File: config.mk
export PLATFORM = sky130hd
export DESIGN_NAME = tone_generator
export DESIGN_NICKNAME = d
export VERILOG_FILES = /design/src/rtl/tone_generator.sv
export SDC_FILE = /design/constraint.sdc
export NUM_CORES = 1
export LEC_CHECK = 0
export CAP_MARGIN = 10
export CORE_ASPECT_RATIO = 0.9
export CORE_MARGIN = 8
export CORE_UTILIZATION = 45
export CTS_CLUSTER_DIAMETER = 50
export DETAILED_ROUTE_END_ITERATION = 10
export PLACE_DENSITY_LB_ADDON = 0.12
export SYNTH_ARGS = -nofsm -noshare
export SYNTH_HDL_FRONTEND = slang
export SYNTH_SLANG_ARGS = --single-unit
File: constraint.sdc
create_clock -name clk -period 2.82 [get_ports clk]
set_clock_uncertainty 0.05 [all_clocks]
set_input_delay 0.564 -clock clk [delete_from_list [all_inputs] [get_ports clk]]
set_output_delay 0.564 -clock clk [all_outputs]
set_load 0.02 [all_outputs]
File: src/rtl/tone_generator.sv
// rtl/tone_generator.sv - 50% duty square-wave tone synthesiser driven by a sequencer note code
// Pitch and stop changes are applied only at half-period boundaries so no pulse is ever truncated.
module tone_generator #(
  parameter int CLK_HZ = 50_000_000,
  parameter int CNT_W  = 20
) (
  input  logic       clk,
  input  logic       reset,
  input  logic       sound_en,
  input  logic [3:0] note_sel,
  output logic       speaker_out,
  output logic       tone_active,
  output logic [3:0] cur_note,
  output logic       cycle_tick
);

  typedef enum logic {S_IDLE, S_RUN} state_t;

  // Code 15 is silence; its slot only pads the table and is never loaded.
  localparam int FREQ [16] = '{262, 294, 330, 349, 392, 440, 494, 523,
                               587, 659, 698, 784, 880, 988, 1047, 1047};

  logic [CNT_W-1:0] w_half_tab [16];
  logic [CNT_W-1:0] w_reload;
  logic             w_play;

  for (genvar k = 0; k < 16; k++) begin : g_half
    assign w_half_tab[k] = CNT_W'(CLK_HZ / (2 * FREQ[k]) - 1);
  end

  assign w_play   = sound_en && (note_sel != 4'd15);
  assign w_reload = w_half_tab[note_sel];

  state_t           r_state;
  logic [CNT_W-1:0] r_cnt;
  logic             r_spk;
  logic             r_active;
  logic [3:0]       r_note;
  logic             r_tick;

  always_ff @(posedge clk or posedge reset) begin
    if (reset) begin
      r_state  <= S_IDLE;
      r_cnt    <= '0;
      r_spk    <= 1'b0;
      r_active <= 1'b0;
      r_note   <= 4'd0;
      r_tick   <= 1'b0;
    end else begin
      r_tick <= 1'b0;
      case (r_state)
        S_IDLE: begin
          r_spk    <= 1'b0;
          r_active <= 1'b0;
          if (w_play) begin
            r_note   <= note_sel;
            r_cnt    <= w_reload;
            r_spk    <= 1'b1;
            r_tick   <= 1'b1;
            r_active <= 1'b1;
            r_state  <= S_RUN;
          end
        end
        S_RUN: begin
          if (r_cnt != '0) begin
            r_cnt <= r_cnt - 1'b1;
          end else if (w_play) begin
            // Boundary: toggle and reload from the (possibly new) note.
            r_spk  <= ~r_spk;
            r_tick <= ~r_spk;
            r_note <= note_sel;
            r_cnt  <= w_reload;
          end else begin
            r_spk    <= 1'b0;
            r_cnt    <= '0;
            r_active <= 1'b0;
            r_state  <= S_IDLE;
          end
        end
        default: r_state <= S_IDLE;
      endcase
    end
  end

  assign speaker_out = r_spk;
  assign tone_active = r_active;
  assign cur_note    = r_note;
  assign cycle_tick  = r_tick;

endmodule

==> results.cfg <==
[clock_tree]
clk_pin_slew_ns = 0.10
htree_levels = 1
cts_setup_buffers = 0
cts_tree = done
cts_buffers = 3
ctsHoldBuffers = 0
clk_path_buf_depth = 2
postCtsResizedCells = 0
clk_latency_ns = 0.28
cts_sinks = 28
clockRootBuffer = clkbuf_8

[logic_synthesis]
ys_types = 60
syn_avg_cell_area_um2 = 8.610
synth_common_cells = dfrtp_1, nor2_1, nor3_1
synthArstFlopShare_pct = 100.0
synth_warnings = 0
synth_largest_area_cell = dfrtp_1
yosys.area.top_type_share_pct = 33.21
ys_seq_elements = 28
syn_inst = 245
synthTopCellsByArea = dfrtp_1, ha_1, nor3_1
syn_area_um2 = 2110
synth_edf_count = 0
synth_fp_nets = 260
synth_flop_cell = dfrtp_1
synth_most_common_cell = dfrtp_1
synth_seq_area_share_pct = 33.21

[place]
place.gp.congestion = 0.8582
port_buffers = 13
placed_cells = 320
hpwl_um = 4075

[die]
start_util_pct = 46.99
chipWidth_um = 88.17
dieArea_um2 = 7138
row_count = 23
die_h_um = 80.96
core_area_um2 = 4489
io_pins = 14

[setup_path]
timing.rr.end = r_cnt[2]
crit_path_max_fanout = 12
critPathRequiredTime_ns = 2.95
r2r_cells = 8
end_kind = register
r2r_start = r_cnt[1]
critPathKind = register to register
r2r_slack_ns = 0.45
worstSetupStartpointType = register
arrival_ns = 2.50

[timing]
period_minus_slack_ns = 2.368
period_share_pct = 83.96
hold_viol = 0
setup_viol = 0
finalSetupTns_ns = 0
drv_slew = 0
max_freq_mhz = 422.3
rsz0062_at_grt = no
max_slew_margin_pct = 69.62
tightest_slew_ns = 0.4441

[cells_and_area]
layoutNonFillerInstCount = 324
drive_gt1_share_pct = 13.36
diodes = 0
fill_cells = 451
syn2layout_area_growth_pct = 14.23
nets = 278

[pwr]
vdd.ir_drop.worst_v = 0.0001853
powerDensity_nw_per_um2 = 341.7
p_leak_nw = 0.9769

[worst_hold_path]
min_to = r_cnt[19]
hold_path.class = register to register
whs_path_depth = 1
hp-start = r_cnt[19]

[detailed_routing]
dr.first_iter.drc_count = 129
dr_total_vias = 1965
drt_first_pass_iters = 4
postRouteAntennaNets = 0
via_per_inst = 6.065
drc = 0
drt-total-wl_um = 5515
wire_per_inst_um = 17.02

[run_status]
status = complete, no violations

[grt]
grt_overflow = 0
first_global_vias = 1850
grt_pass1_wl_um = 9190
antenna_found_initial = 0
grt_max_degree = 32
grt_use_total_pct = 16.32

[run]
maxCapViolCount = 0
## cell families after synthesis
group                    count (synthesis)  synth area share, %
AND/OR/NAND/NOR                         95                26.39
adder cells (fa/ha/maj)                  8                4.745
flip-flops                              28                33.21
multiplexers                             6                3.025
XOR/XNOR                                 1               0.4153
buffers and inverters                   27                5.872
AO/OA/AOI/OAI                           80                26.34
## layout by cell type (no fill, tap or decap), drive strengths merged, types with 2 or more instances in the layout
cell	count
ha	8
nand2b	4
nand4b	2
mux2	3
and3	2
dfrtp	28
nand2	14
a221o	5
o21ai	20
nand4	2
o221ai	3
or3	2
nor2b	3
a31oi	4
o211ai	4
buf	16
nor2	18
nor3	17
clkbuf	4
a21oi	16
a2111oi	2
nor4	9
a211oi	4
a21o	2
and2	2
nand3	9
nor4b	3
mux2i	3
o31ai	3
a211o	6
nor3b	4
inv	11
clkdlybuf4s50	13
## stage by stage
stage / power [mW] / utilization (%) / hold WS (ns) / cell area [µm²] / setup WS, ns
floorplan: 0.5267 / - / 0.4012 / 2110 / 0.7038
global placement: 0.5716 / 52.45 / 0.4223 / 2355 / 0.2131
detailed placement: 0.5703 / 52.45 / 0.4291 / 2355 / 0.1988
CTS: 0.8352 / 53.68 / 0.4486 / 2410 / 0.4663
global route: 0.8646 / 53.68 / 0.4731 / 2410 / 0.2829
finish: 0.8235 / 53.68 / 0.4424 / 2410 / 0.4522
## per-layer routing
metal | up-vias | share of wire (%) | track usage [%]
met5 | - | 0 | 0
met4 | 0 | 1.3 | 4.553
met3 | 7 | 5.5 | 2.722
met2 | 73 | 46 | 25.65
met1 | 921 | 47 | 22.44
li1 | 964 | - | -
## flip-flops by register name, summed over array words and instances, names as in the netlist
| signal | flops |
|---|---|
| r_cnt | 20 |
| cycle_tick | 1 |
| r_state | 1 |
| tone_active | 1 |
| speaker_out | 1 |
| cur_note | 4 |
## worst max-delay path, stage by stage (launching register included)
cell	delay (ns)
dfrtp_1	0.42
inv_1	0.12
ha_1	0.19
nor4b_1	0.29
nand3_1	0.22
o21ai_4	0.36
buf_4	0.22
o21ai_0	0.09
a211o_1	0.31
## area by class of cell
type / count / area (µm²) / share of cell area (%)
Multi-Input combinational cell: 190 / 1285 / 53.32
Sequential cell: 28 / 700.7 / 29.08
Timing Repair Buffer: 29 / 250.2 / 10.38
Tap cell: 62 / 77.57 / 3.219
Clock buffer: 4 / 55.05 / 2.285
Inverter: 11 / 41.29 / 1.713
## where the power goes
group | internal, mW | switching, mW
clock | 0.126 | 0.135
combinational | 0.0582 | 0.0749
sequential | 0.413 | 0.0169
total | 0.596 | 0.227
## worst max-delay path by stage
stage / from / end / slack (ns) / depth (start not counted)
final: r_cnt[1] / r_cnt[2] / 0.45 / 8
after global routing: r_cnt[1] / r_cnt[2] / 0.28 / 8
after CTS: r_cnt[1] / r_cnt[2] / 0.47 / 8
after detailed placement: note_sel[1] / r_cnt[12] / 0.20 / 9
after global placement: note_sel[1] / r_cnt[5] / 0.21 / 8
after floorplan: r_cnt[0] / r_cnt[12] / 0.70 / 7
No activity file was read; power rests on OpenSTA's default activity.
